--- src/rtl/mema_read_sequencer.sv ---
// mema_read_sequencer
//
// Streams a block of memA rows to a bank of row-by-vector modules. For each
// row it pulses read_preprocess with the row address, waits long enough for
// the memA chunk counters to run through the longest module segment, then
// waits until every consumer reports ready before issuing the next row.
//
// Ports
//   clk                 rising-edge clock
//   reset_n             asynchronous active-low reset
//   start               one-cycle pulse; accepted only while idle
//   start_address[31:0] memA address of the first row
//   no_of_rows[31:0]    number of rows in the run (0 finishes at once)
//   row_lengths         per-module element counts, module m at [32*(m+1)-1 -: 32]
//   I_am_ready          per-module consumer ready flags
//   memA_read_address   row address presented to memA
//   read_preprocess     one-cycle strobe starting the memA chunk counters
//   no_of_multiples     per-module chunk counts, same packing as row_lengths
//   busy                high from start acceptance until the done cycle
//   done                one-cycle end-of-run pulse
module mema_read_sequencer #(
  parameter int no_of_row_by_vector_modules = 4,
  parameter int no_of_units                 = 8,   // must be a power of two
  parameter int no_of_elements_on_col_nos   = 20
) (
  input  logic                                      clk,
  input  logic                                      reset_n,
  input  logic                                      start,
  input  logic [31:0]                               start_address,
  input  logic [31:0]                               no_of_rows,
  input  logic [32*no_of_row_by_vector_modules-1:0] row_lengths,
  input  logic [no_of_row_by_vector_modules-1:0]    I_am_ready,
  output logic [31:0]                               memA_read_address,
  output logic                                      read_preprocess,
  output logic [32*no_of_row_by_vector_modules-1:0] no_of_multiples,
  output logic                                      busy,
  output logic                                      done
);

  localparam int          N          = no_of_row_by_vector_modules;
  localparam int          unit_shift = $clog2(no_of_units);
  localparam logic [31:0] unit_mask  = 32'(no_of_units - 1);
  localparam logic [31:0] max_len    = 32'(no_of_elements_on_col_nos);

  typedef enum logic [2:0] {
    IDLE,
    LOAD,
    ISSUE,
    STREAM,
    WAIT_READY,
    FINISH
  } state_t;

  state_t              state_q, state_d;
  logic [31:0]         start_q;
  logic [31:0]         rows_q;
  logic [32*N-1:0]     len_q;
  logic [31:0]         row_cnt_q;
  logic [31:0]         stream_cnt_q;
  logic [31:0]         addr_q;
  logic [32*N-1:0]     mult_q;
  logic [31:0]         max_mult_q;

  logic [32*N-1:0]     mult_calc;
  logic [31:0]         max_calc;
  logic [31:0]         stream_last;
  logic                all_ready;
  logic                last_row;

  // Chunks needed for one module segment: ceil(len/no_of_units), with the
  // length clamped to the segment capacity. An empty segment still costs one
  // chunk step in the memA counters, hence the floor of 1.
  function automatic logic [31:0] chunks(input logic [31:0] len);
    logic [31:0] eff;
    eff = (len > max_len) ? max_len : len;
    if (eff == 32'd0) return 32'd1;
    return (eff >> unit_shift) + {31'd0, |(eff & unit_mask)};
  endfunction

  // NOTE: every variable assigned in an always_comb gets a default at the top
  // of the block, so no path leaves it unassigned and no latch is inferred.
  always_comb begin
    mult_calc = '0;
    max_calc  = '0;
    for (int m = 0; m < N; m++) begin
      mult_calc[32*m +: 32] = chunks(len_q[32*m +: 32]);
      if (mult_calc[32*m +: 32] > max_calc) max_calc = mult_calc[32*m +: 32];
    end
  end

  // STREAM occupies 2*max_mult+2 cycles; the counter starts at 0.
  assign stream_last = {max_mult_q[30:0], 1'b0} + 32'd1;
  assign all_ready   = &I_am_ready;
  assign last_row    = (row_cnt_q == rows_q - 32'd1);

  always_comb begin
    state_d = state_q;
    unique case (state_q)
      IDLE:       if (start) state_d = LOAD;
      LOAD:       state_d = (rows_q == 32'd0) ? FINISH : ISSUE;
      ISSUE:      state_d = STREAM;
      STREAM:     if (stream_cnt_q == stream_last) state_d = WAIT_READY;
      WAIT_READY: if (all_ready) state_d = last_row ? FINISH : ISSUE;
      FINISH:     state_d = IDLE;
      default:    state_d = IDLE;
    endcase
  end

  // NOTE: sequential state uses non-blocking assignments so every register
  // samples the values from before the edge, independent of statement order.
  always_ff @(posedge clk or negedge reset_n) begin
    if (!reset_n) begin
      state_q <= IDLE;
    end else begin
      state_q <= state_d;
    end
  end

  always_ff @(posedge clk or negedge reset_n) begin
    if (!reset_n) begin
      start_q      <= '0;
      rows_q       <= '0;
      len_q        <= '0;
      row_cnt_q    <= '0;
      stream_cnt_q <= '0;
      addr_q       <= '0;
      mult_q       <= '0;
      max_mult_q   <= '0;
    end else begin
      unique case (state_q)
        IDLE: begin
          if (start) begin
            start_q <= start_address;
            rows_q  <= no_of_rows;
            len_q   <= row_lengths;
          end
        end
        LOAD: begin
          // Chunk counts are written only here, so they hold until the next
          // accepted run reaches LOAD again.
          mult_q     <= mult_calc;
          max_mult_q <= max_calc;
          row_cnt_q  <= '0;
          if (rows_q != 32'd0) addr_q <= start_q;
        end
        ISSUE: begin
          stream_cnt_q <= '0;
        end
        STREAM: begin
          stream_cnt_q <= stream_cnt_q + 32'd1;
        end
        WAIT_READY: begin
          // The address register is loaded on the way into ISSUE so it is
          // already valid while read_preprocess is high. 32-bit wrap intended.
          if (all_ready && !last_row) begin
            row_cnt_q <= row_cnt_q + 32'd1;
            addr_q    <= start_q + row_cnt_q + 32'd1;
          end
        end
        default: ;
      endcase
    end
  end

  assign memA_read_address = addr_q;
  assign no_of_multiples   = mult_q;
  assign read_preprocess   = (state_q == ISSUE);
  assign done              = (state_q == FINISH);
  assign busy              = (state_q == LOAD) || (state_q == ISSUE) ||
                             (state_q == STREAM) || (state_q == WAIT_READY);

endmodule

--- config.mk ---
export PLATFORM = sky130hd
export DESIGN_NAME = mema_read_sequencer
export DESIGN_NICKNAME = d
export VERILOG_FILES = /design/src/rtl/mema_read_sequencer.sv
export SDC_FILE = /design/constraint.sdc
export NUM_CORES = 1
export LEC_CHECK = 0
export CAP_MARGIN = 10
export CORE_MARGIN = 2
export CORE_UTILIZATION = 40
export DETAILED_ROUTE_END_ITERATION = 6
export GPL_ROUTABILITY_DRIVEN = 0
export PLACE_DENSITY = 0.71
export SLEW_MARGIN = 0
export SYNTH_ARGS = -nofsm -noshare
export SYNTH_HDL_FRONTEND = slang
export SYNTH_SLANG_ARGS = --single-unit
--- constraint.sdc ---
create_clock -name clk -period 8.7 [get_ports clk]
set_input_delay 2.175 -clock clk [delete_from_list [all_inputs] [get_ports clk]]
set_output_delay 2.175 -clock clk [all_outputs]
set_load 0.1 [all_outputs]
==> After elaboration in Yosys (flattened, before gate mapping) <==
Index checks and enable logic that the tools add are counted.
{ "totals": {"latchBits": 0, "rom_bits": 0, "elab_cells": 94, "input_bits": 199, "mem_bits_rw": 0, "out_inout_bits": 163, "memories": 0, "register_bits": 450} }
{ "classes": {"div": 0, "muxes": 32, "n_eq_ne": 12, "n_reduce_logical": 23, "multipliers": 0, "n_addsub": 10, "shift": 0, "bitwise_logic": 0, "order_cmp": 8} }
{ "op_table": {"columns": ["cell", "n"], "rows": [
  ["two-way mux 32 bit", 18],
  ["case mux 32 bit (2 select lines)", 3],
  ["zero test 32 bit", 5],
  ["adder 32 x 1 -> 32 bit (second input constant)", 4],
  ["> comparator 32 x 5 -> 1 bit (second input constant)", 4],
  ["adder 29 x 1 -> 30 bit", 4],
  ["> comparator 32 bit", 3],
  ["== test 32 bit", 2],
  ["adder 32 bit", 1],
  ["> comparator 32 x 1 -> 1 bit (second input constant)", 1],
  ["nonzero test 32 bit", 1],
  ["subtractor 32 x 1 -> 32 bit (second input constant)", 1],
  ["two-way mux 31 bit", 1],
  ["two-way mux 3 bit", 5],
  ["case mux 3 bit (5 select lines)", 1],
  ["OR reduction 3 bit", 4],
  ["inequality test 2 bit (second input constant)", 5],
  ["== test 3 x 2 -> 1 bit (second input constant)", 2],
  ["== test 3 bit (second input constant)", 2],
  ["AND reduction 3 bit", 2],
  ["two-way mux 1 bit", 4],
  ["AND reduction 2 bit", 2],
  ["AND reduction 4 bit", 1],
  ["nonzero test 2 bit", 2],
  ["5 further kinds", 7]
]} }

==> Depth between registers and ports, before layout <==
Gate-level depths: netlist of the first run.
{ "logic_depth": {"ltp_word": 13, "depth_mapped": 38, "mapped_depth_nobuf": 37} }

==> Least setup slack after synthesis of the first run <==
OpenSTA, ideal clock, no wires.
{ "synth_timing": {"kind": "register -> register", "start": "reg len_q[14]", "end": "reg max_mult_q[0]", "setup_slack_ns": 1.532, "path_stages_with_launch": 38, "period_less_slack_ns": 7.168, "t_arrival_ns": 7.042, "cell_sequence": "dfrtp_1 nor4_1 nand4_1 nor3_1 inv_1 a2111o_1 ha_1 ha_1 nand2b_1 ha_1 nor2b_1 o21a_1 o21a_1 o21bai_1 a21o_1 a31oi_1 o21ai_0 mux2i_1 (+2 left out) nor2b_1 o21a_1 o21ai_0 a211oi_1 nor2_1 a21o_1 buf_1 mux2i_1 ha_1 nor2b_1 o21a_1 o21a_1 o21ai_0 a211oi_1 o21ai_0 a21boi_1 mux2_2 a221o_1"} }
{ "synth_between": {"elab_chain_cells": 13} }
{ "synth_rtl": {"columns": ["element", "line_no", "rtl"], "rows": [
  ["from (decl)", "57", "logic [32*N-1:0] len_q;"],
  ["from (signal assigned)", "135", "len_q <= row_lengths;"],
  ["> comparator 32 x 5 -> 1 bit", "75", "eff = (len > max_len) ? max_len : len;"],
  ["two-way mux 32 bit (*)", "75", null],
  ["OR reduction 3 bit / zero test 32 bit (equally long branches)", "77, 76", null],
  ["adder 29 x 1 -> 30 bit / two-way mux 1 bit (equally long branches)", "77, 76", null],
  ["two-way mux 32 bit (*)", "77", "return (eff >> unit_shift) + {31'd0, |(eff & unit_mask)};"],
  ["> comparator 32 x 1 -> 1 bit", "87", "if (mult_calc[32*m +: 32] > max_calc) max_calc = mult_calc[32*m +: 32];"],
  ["two-way mux 32 bit (*)", "87", null],
  ["> comparator 32 bit", "87", null],
  ["two-way mux 32 bit (*)", "87", null],
  ["> comparator 32 bit", "87", null],
  ["two-way mux 32 bit (*)", "87", null],
  ["> comparator 32 bit", "87", null],
  ["two-way mux 31 bit (*)", "87", null],
  ["to (signal assigned)", "142", "max_mult_q <= max_calc;"],
  ["to (decl)", "62", "logic [31:0] max_mult_q;"]
]} }
Every way passes the cells marked *; elsewhere a longest branch is shown, timed or not.
A chain may end at the register's enable or synchronous reset.

==> Final worst setup path of the first run <==
{ "layout_timing": {"start": "reg len_q[22]", "end": "reg max_mult_q[0]"} }
The elaborated chain is that of the path after synthesis.

==> flow_metrics.tcl, run 1 <==
set metrics [dict create \
    ys_seq_area_share_pct 47.0 \
    wl_per_cell_um 17.7 \
    ir_drop_v 0.000390 \
    via_count 17900 \
    io_pins 362 \
    path_class "reg -> reg" \
    cts_max_path_buffers 3 \
    grt_pass1_vias 18600 \
    finalCritPeriodShare_pct 92.1 \
    clk_latency_ps 600 \
    die_x_um 246 \
    r2r_start "len_q[22]$_DFFE_PN0P_" \
    clk_pin_slew_ps 70 \
    avgSynthCellArea_um2 10.9 \
    cp-startpoint "len_q[22]$_DFFE_PN0P_" \
    maxCapViolCount 0 \
    syn_inst 2159 \
    power_leakage_nw 13.4 \
    cts_tree "built" \
    yosys_register_bits 441 \
    power_density_nw_per_um2 287 \
    hold_viol 0 \
    area_delta_synth_final_pct 27.9 \
    slew_violations 0 \
    portBuffers 353 \
    ys_types 79 \
    rows 88 \
    relSlewSlack_pct 17.8 \
    drt-total-wl_um 61100 \
    crit_slowest_cell "o21ai_0" \
    design.die.area_um2 60700 \
    dr.pass1.iters 5 \
    antenna_found_initial 13 \
    overflow 0 \
    dpl.hpwl_um 44900 \
    numCtsBuffers 49 \
    cp.arrival_ps 8510 \
    via_per_inst 5.20 \
    die_height_um 246 \
    drt-initial-drc-count 1006 \
    grtUsageTotal_pct 20.2 \
    coreArea_um2 57900 \
    rr_worst_depth 36 \
    ant_nets 0 \
    cpPeakStageDelay_ps 460 \
    rsz0062_at_grt "no" \
    final_layout_size_suffix_gt1_share_pct 13.0 \
    hold_class "reg -> reg" \
    ys_warn_count 0 \
    syn_area_um2 23500 \
    reg2reg_to "max_mult_q[0]$_DFFE_PN0N_" \
    crit_path_end_kind "register" \
    ys.flop_type "dfrtp_1" \
    hold_buffers 0 \
    synth_edf_count 0 \
    cp_max_fo 8 \
    finalNetCount 2974 \
    clock_sinks 441 \
    cts_setup_buffers 0 \
    cp-endpoint "max_mult_q[0]$_DFFE_PN0N_" \
    worstPathRequired_ps 9190 \
    initial_utilization_pct 40.5 \
    synthArstFlopShare_pct 100 \
    final_util_pct 51.9 \
    htree_levels 2 \
    tightest_slew_ps 1220 \
    cts_root_buffer "clkbuf_16" \
    finalSetupViolCount 0 \
    worstSetupStartpointType "register" \
    period_minus_slack_ps 8020 \
    regToRegSetupSlack_ps 680 \
    outcome "finished, final reports clean" \
    grt_first_pass_wirelength_um 98700 \
    min_path_cells 1 \
    clock.fmax_mhz 125 \
    drc 0 \
    fin_tns_setup_ps 0 \
    clock-skew-final_ps 22.0 \
    grt_max_degree 167 \
]
## what timing repair did
| item | CTS | global route |
|---|---|---|
| resized for setup | 0 | 1 |
| setup endpoints to repair | 0 | 1 |
| hold endpoints to repair | 0 | 0 |
## cell type report
class	instances	area [µm²]
antenna	5	12.5
clock buffer	64	1360
clock inverter	28	373
fill	5132	27900
inverter	28	105
multi-input combinational	1753	12500
sequential	441	11000
tap	765	957
timing repair buffer	368	3690
## power by group
| group | internal (mW) | leakage [nW] | switching, mW |
|---|---|---|---|
| registers | 2.63 | 5.64 | 0.509 |
| clock network | 1.30 | 0.840 | 0.900 |
| logic | 1.35 | 6.92 | 1.93 |
| total | 5.28 | 13.4 | 3.34 |
## per-layer routing
layer  vias up  wire length [µm]  share of wire (%)  GRT usage, %
met4        18              1480                2.4          6.06
met1      8766             26600                 43          26.2
met2       458             28300                 46          32.8
met5         -               110               0.18             0
li1       8592                 -                  -             -
met3       101              4570                7.5          5.81
## worst min path at each step
| stage | start | endpoint | slack, ps |
|---|---|---|---|
| floorplan | len_q[33]$_DFFE_PN0P_ | len_q[33]$_DFFE_PN0P_ | 470 |
| global placement | no_of_multiples[3]$_DFFE_PN0N_ | no_of_multiples[3]$_DFFE_PN0N_ | 470 |
| detailed placement | no_of_multiples[65]$_DFFE_PN0N_ | no_of_multiples[65]$_DFFE_PN0N_ | 470 |
| CTS | no_of_multiples[65]$_DFFE_PN0N_ | no_of_multiples[65]$_DFFE_PN0N_ | 480 |
| global route | no_of_multiples[120]$_DFFE_PN0N_ | no_of_multiples[120]$_DFFE_PN0N_ | 500 |
| finish | no_of_multiples[4]$_DFFE_PN0N_ | no_of_multiples[4]$_DFFE_PN0N_ | 480 |
## stage by stage
| stage | instance area [µm²] | hold WS [ps] | total power, mW | setup WS (ps) | instances |
|---|---|---|---|---|---|
| floorplan | 24100 | 472 | 5.59 | 1530 | 2327 |
| global placement | 28300 | 468 | 6.30 | 1010 | 3354 |
| detailed placement | 28300 | 467 | 6.43 | 587 | 3354 |
| CTS | 30000 | 482 | 8.68 | 570 | 3446 |
| global route | 30000 | 498 | 9.12 | 73.1 | 3447 |
| finish | 30000 | 480 | 8.61 | 685 | 3452 |
## flip-flops by register name (all words and copies together) (netlist names)
| name | flops |
|---|---|
| len_q | 128 |
| max_mult_q | 30 |
| memA_read_address | 32 |
| no_of_multiples | 120 |
| row_cnt_q | 32 |
| rows_q | 32 |
| start_q | 32 |
| state_q | 3 |
| stream_cnt_q | 32 |
## cells in the final DEF, fill, tap and decap left out, types with 12 or more instances in the layout
cell and instances:
mux2_4 29, o21ai_0 89, o21a_1 12, nand4_1 49
a211oi_1 13, or4_1 19, and2_1 138, clkdlybuf4s50_1 352
nand2b_1 29, mux2i_1 31, nand2_1 153, mux2_2 191
nor4_1 48, nor3_1 52, xor2_1 41, inv_1 28
a31oi_1 14, and3_1 30, clkbuf_16 49, a21oi_1 73
dfrtp_1 441, xnor2_1 77, ha_1 133, conb_1 170
nor2b_1 23, a21o_1 37, nor2_1 92, o31ai_1 17
nand3_1 61
## synth_stat cells, types with 6 or more instances
library cell / count / share of area [%]
dfrtp_1: 441 / 47
mux2_2: 191 / 9.2
nand2_1: 154 / 2.5
and2_1: 138 / 3.7
ha_1: 133 / 7.1
nor2_1: 92 / 1.5
o21ai_0: 89 / 1.9
clkbuf_1: 77 / 1.2
xnor2_1: 77 / 2.9
a21oi_1: 73 / 1.6
nand3_1: 61 / 1.3
nor3_1: 53 / 1.1
nand4_1: 49 / 1.3
nor4_1: 48 / 1.3
xor2_1: 41 / 1.5
a21o_1: 37 / 1.2
mux2i_1: 31 / 1.3
and3_1: 30 / 0.80
mux2_4: 29 / 1.9
nand2b_1: 29 / 0.77
inv_1: 28 / 0.45
nor2b_1: 23 / 0.61
or4_1: 19 / 0.61
o31ai_1: 17 / 0.54
a31oi_1: 14 / 0.37
a211oi_1: 13 / 0.42
o21a_1: 12 / 0.38
buf_4: 11 / 0.35
nor3b_1: 11 / 0.35
or3_1: 11 / 0.29
and4_1: 9 / 0.34
or2_2: 8 / 0.21
buf_6: 7 / 0.34
o21bai_1: 6 / 0.19
## cell families after synthesis
family                     after synthesis  share of synthesized area (%)
and+or+nand+nor                        761                           17.7
DFF                                    441                           47.0
AOI/OAI and AO/OA                      318                           8.74
muxes                                  251                           12.3
adders and majority gates              134                           7.17
buffers and inverters                  133                           2.55
xor gates and xnor gates               119                           4.50
other                                    2                         0.0320
## worst max-delay path, delay by kind of cell (launching register included)
family                     cells  cell delay, ps
DFF                            1             380
adders and majority gates      5            1320
muxes                          3            1020
AOI/OAI and AO/OA             18            3500
and+or+nand+nor                8            1470
buffers and inverters          2             200
(Power assumes the default switching activity.)
==> run 2, diff against run 1 <==
--- a/config.mk
+++ b/config.mk
@@ -11,6 +11,7 @@
 export DETAILED_ROUTE_END_ITERATION = 6
 export GPL_ROUTABILITY_DRIVEN = 0
 export PLACE_DENSITY = 0.71
+export REMOVE_ABC_BUFFERS = 1
 export SLEW_MARGIN = 0
 export SYNTH_ARGS = -nofsm -noshare
 export SYNTH_HDL_FRONTEND = slang
==> flow_metrics.tcl, run 2 (synthesis gave the netlist of run 1 again) <==
set metrics [dict create \
    die_height_um 246 \
    cts_tree "built" \
    outcome "finished, final reports clean" \
    hold_buffers 0 \
    dr.pass1.iters 5 \
    grt_pass1_vias 18400 \
    io_pins 362 \
    path_class "reg -> reg" \
    period_minus_slack_ps 7980 \
    clk_latency_ps 590 \
    numCtsBuffers 50 \
    cts_max_path_buffers 3 \
    die_x_um 246 \
    clock-skew-final_ps 17.2 \
    area_delta_synth_final_pct 27.8 \
    cp-startpoint "len_q[50]$_DFFE_PN0P_" \
    hold_viol 0 \
    rows 88 \
    wl_met2_um 28600 \
    drt-initial-drc-count 1155 \
    dr_wl_met3_um 3790 \
    top_register "len_q" \
    rsz0062_at_grt "no" \
    tightest_slew_ps 1370 \
    grt_first_pass_wirelength_um 97900 \
    cts.repair.resized 0 \
    cp_max_fo 8 \
    grt_max_degree 181 \
    maxCapViolCount 0 \
    overflow 0 \
    drt-total-wl_um 61500 \
    rr_worst_depth 37 \
    finalCritPeriodShare_pct 91.7 \
    fin_tns_setup_ps 0 \
    via_per_inst 5.22 \
    grtUsageTotal_pct 20.1 \
    largest_reg_flops 128 \
    slew_violations 0 \
    wl_per_cell_um 17.8 \
    reg2reg_to "max_mult_q[0]$_DFFE_PN0N_" \
    clock_sinks 441 \
    finalPower_mw 8.69 \
    cp.arrival_ps 8450 \
    final_cell_mix "441 x dfrtp_1, 351 x clkdlybuf4s50_1, 191 x mux2_2, 170 x conb_1, 153 x nand2_1" \
    hold_class "reg -> reg" \
    pre_cts_ws_ps 574 \
    crit_slowest_cell "a21boi_1" \
    highest_layer "met5" \
    final_common_cell "dfrtp_1" \
    cp-endpoint "max_mult_q[0]$_DFFE_PN0N_" \
    regToRegSetupSlack_ps 720 \
    power_leakage_nw 13.4 \
    crit_path_end_kind "register" \
    finalSetupViolCount 0 \
    design.die.area_um2 60700 \
    relSlewSlack_pct 8.40 \
    portBuffers 353 \
    cts_setup_buffers 0 \
    power_density_nw_per_um2 289 \
    worstSetupStartpointType "register" \
    final_layout_size_suffix_gt1_share_pct 13.1 \
    whs_ps 483 \
    dpl.hpwl_um 44800 \
    via_count 18000 \
    r2r_start "len_q[50]$_DFFE_PN0P_" \
    cpPeakStageDelay_ps 440 \
    worstPathRequired_ps 9170 \
    initial_utilization_pct 40.5 \
    drc 0 \
    htree_levels 2 \
    clock.fmax_mhz 125 \
    met1_length_um 27400 \
    ir_drop_v 0.000297 \
    finalNetCount 2974 \
    coreArea_um2 57900 \
    setup_ws_ps 721 \
    cts_root_buffer "clkbuf_16" \
    ant_nets 0 \
    clk_pin_slew_ps 60 \
    antenna_found_initial 2 \
]
-- run 2: cell types whose count changed in the layout (fill, tap and decap cells not counted), sizes merged --
cell / change
clkbuf: +2
clkinv: +2
diode: -2
bufinv: -1
clkdlybuf4s50: -1
clkinvlp: -1
inv: -1
-- run 2: final cells by class --
cell class | count | area (µm²)
diodes | 3 | 7.51
clock buffers | 66 | 1420
clock inverters | 27 | 310
fillers | 5137 | 27900
inverters | 28 | 105
multi-input cells | 1753 | 12500
flip-flops and latches | 441 | 11000
well taps | 765 | 957
repair buffers | 367 | 3680
-- run 2: per-stage QoR --
stage | instances | instance area (µm²) | util [%]
after floorplan | 2222 | 23600 | -
after global placement | 3353 | 28300 | 48.8
after detailed placement | 3353 | 28300 | 48.8
after CTS | 3446 | 30000 | 51.8
after global routing | 3448 | 30000 | 51.8
final | 3450 | 30000 | 51.8
-- run 2: power by group --
part	switching, mW	internal (mW)	leakage, nW
combinational	1.97	1.35	6.92
clock	0.900	1.31	0.855
sequential	0.524	2.63	5.64
total	3.40	5.29	13.4
-- run 2: critical path: cells and delay by family, from the launching register on --
kind / cells / cell delay, ps
AND/OR/NAND/NOR: 10 / 2000
adder cells (fa/ha/maj): 5 / 1240
AO/OA/AOI/OAI: 17 / 2980
flip-flops: 1 / 380
multiplexers: 3 / 1120
buffers and inverters: 2 / 140
-- run 2: worst min-delay path by stage --
stage	from	to	cells after the start
after floorplan	len_q[33]$_DFFE_PN0P_	len_q[33]$_DFFE_PN0P_	1
after global placement	no_of_multiples[96]$_DFFE_PN0N_	no_of_multiples[96]$_DFFE_PN0N_	1
after detailed placement	no_of_multiples[89]$_DFFE_PN0N_	no_of_multiples[89]$_DFFE_PN0N_	1
after CTS	no_of_multiples[65]$_DFFE_PN0N_	no_of_multiples[65]$_DFFE_PN0N_	2
after global routing	no_of_multiples[56]$_DFFE_PN0N_	no_of_multiples[56]$_DFFE_PN0N_	1
final	no_of_multiples[37]$_DFFE_PN0N_	no_of_multiples[37]$_DFFE_PN0N_	1
-- run 2: layer usage --
metal  track usage [%]  vias up
met3              4.29      122
li1                  -     8583
met5                 0        -
met1              26.5     8811
met4              6.59        2
met2              32.9      489
==> RTL change (settings of run 1) <==
`no_of_units`: 8 -> 16.
--- a/src/rtl/mema_read_sequencer.sv
+++ b/src/rtl/mema_read_sequencer.sv
@@ -21,5 +21,5 @@
 module mema_read_sequencer #(
   parameter int no_of_row_by_vector_modules = 4,
-  parameter int no_of_units                 = 8,   // must be a power of two
+  parameter int no_of_units                 = 16,   // must be a power of two
   parameter int no_of_elements_on_col_nos   = 20
 ) (
Behaviour: not the same (a bounded check fails within 4 cycles, from zero or initial values and one cycle with reset_n low).
==> RTL change against run 1 <==
Count of clock-buffer cells in the layout rose by 2. Largest power group is now registers. Largest cell class unchanged. Sequential cell count fell by 5. Non-clock buffer count fell by 11. Clock skew rose by 23 ps. Area after synthesis fell by 4.5%. Via count fell by 5.1%. Cell area fell by 3.9%. Highest routed layer unchanged. Fmax barely moved. Setup slack improved by 5.0 ps. Die area fell by 4.4%. Wire length fell by 7.5%. Total power fell by 3.3%.
==> RTL change: results (changes against run 1) <==
** Final layout
- Final net count :: 2,834 (was 2,974)
- The number of cells in the finished layout apart from fillers is 3,286 (was 3,452).
- The count of antenna diodes in the layout came to 0 (was 5).
- The fill cell instance count of the final layout is 4,900 (was 5,132).
- Multi-input gate area in the final layout :: 11,660 µm² (was 12,500 µm²)
- Fraction of final layout cells sized beyond drive strength 1 :: 11.74% (was 13.01%)

** Synthesis
- Post-synthesis share of cell area spent on xor and xnor gates :: 4.528% (was 4.502%)
- Leading post-synthesis cells by instance count: dfrtp_1 (436), mux2_2 (192), nand2_1 (141) (was dfrtp_1 (441), mux2_2 (191), nand2_1 (154)).
- The complex-gate fraction of the synthesized area was 9.224% (was 8.738%).
- The number of distinct library cell variants in the gate-level netlist after synthesis came to 78 (was 79).
- The cell count after synthesis is 2,022 (was 2,159).
- The adder-cell area share of the yosys netlist was 7.339% (was 7.171%).
- The multiplexer area fraction after synthesis came to 11.64% (was 12.33%).
- Fraction of the yosys area taken by sequential cells :: 48.63% (was 46.99%)

** Critical path
- The capture point of the worst reg-to-reg path is max_mult_q[2] (was max_mult_q[0]).
- Worst r2r src :: len_q[17] (was len_q[22])
- Slowest cell on the critical path :: a41oi_1 (was o21ai_0)
- The largest fanout of any net on the critical path came to 5 (was 8).
- The highest cell delay on the worst timing path is 420 ps (was 460 ps).
- The number of cell instances on the worst register-to-register path is 39 (was 36).

** Status
- Outcome: finished, final reports clean (unchanged).

** Timing
- Setup clock skew after layout :: 44.63 ps (was 22.01 ps)
- Transition time at the pin with the least slew margin :: 1084 ps (was 1221 ps)

** GRT
- The initial antenna violation count is 6 (was 13).
- Met3 usage :: 6.359% (was 5.806%)
- The met1 track utilization from global routing came to 22.74% (was 26.21%).
- The met2 usage came to 33.74% (was 32.79%).
- Number of global-route vias before repair :: 17,567 (was 18,619)
- Largest net degree at the start of global routing :: 170 (was 167)

** Drt
- Met3 wire length :: 4562 µm (was 4571 µm)
- Iteration-0 DRC count of the detailed router :: 918 (was 1,006)
- First-pass iteration count of the detailed router :: 5 (unchanged)
- Met2 routed wirelength :: 27,680 µm (was 28,350 µm)
- The met1 layer wirelength in the final routing was 22,630 µm (was 26,560 µm).
- Wirelength, routed :: 56,470 µm (was 61,060 µm)
- Detailed-route via count :: 17,024 (was 17,935)

** Pwr
- Net switching power figure :: 3.236 mW (was 3.338 mW)
- Worst supply voltage drop on vdd :: 231.5 µV (was 390.0 µV)
- Leakage dissipation :: 13.18 nW (was 13.40 nW)

** Placed design
- Number of buffers added on ports :: 349 (was 353)
- The placed cell area is 27,200 µm² (was 28,280 µm²).
- The half-perimeter wire length after detailed placement was 41,050 µm (was 44,930 µm).
- The number of instances in the placed design was 3,201 (was 3,354).

** Clock tree
- Clock Tree Root :: clkbuf_16 (unchanged)
[RTL change: cell types whose count changed after synthesis, moves of 13 or more]
cell | run 1 | this run
and3_1 | 30 | 16
mux2i_1 | 31 | 10
nand2_1 | 154 | 141
mux2_1 | 0 | 31
a21oi_1 | 73 | 57
mux2_4 | 29 | 0
xor2_1 | 41 | 73
nor3_1 | 53 | 36
xnor2_1 | 77 | 43
[RTL change: cell type report]
| type | count | area share (%) |
|---|---|---|
| multi-input combinational | 1633 | 40.38 |
| sequential | 436 | 37.79 |
| timing repair buffer | 357 | 12.46 |
| clock buffer | 66 | 4.711 |
| tap | 748 | 3.242 |
| clock inverter | 19 | 1.070 |
| inverter | 27 | 0.3510 |
[RTL change: repair_timing]
item | in CTS | in global routing
setup buffers | 0 | 0
endpoints found under the setup margin | 0 | 3
resized for setup | 0 | 1
[RTL change: how the worst max path moves through the flow]
stage	end	slack, ps	startpoint
final	max_mult_q[2]	690	len_q[17]
after global routing	max_mult_q[2]	20	len_q[17]
after CTS	max_mult_q[2]	630	len_q[17]
after floorplan	max_mult_q[1]	1850	len_q[31]
after detailed placement	max_mult_q[2]	620	len_q[17]
after global placement	max_mult_q[2]	1110	len_q[17]
[RTL change: power groups by stage]
stage                     combinational [mW]  sequential [mW]  clock (mW)
after global routing                    3.36             3.19        2.28
after global placement                  3.01             3.09           0
after CTS                               3.10             3.11        2.19
after detailed placement                3.09             3.14           0
after floorplan                         1.77             3.61           0
final                                   3.10             3.10        2.13
[RTL change: stage by stage]
stage,setup WS [ps],hold WS [ps]
after floorplan,1853,472.8
after global placement,1114,463.7
after detailed placement,620.1,469.8
after CTS,628.6,488.0
after global routing,24.30,491.2
final,689.6,479.9
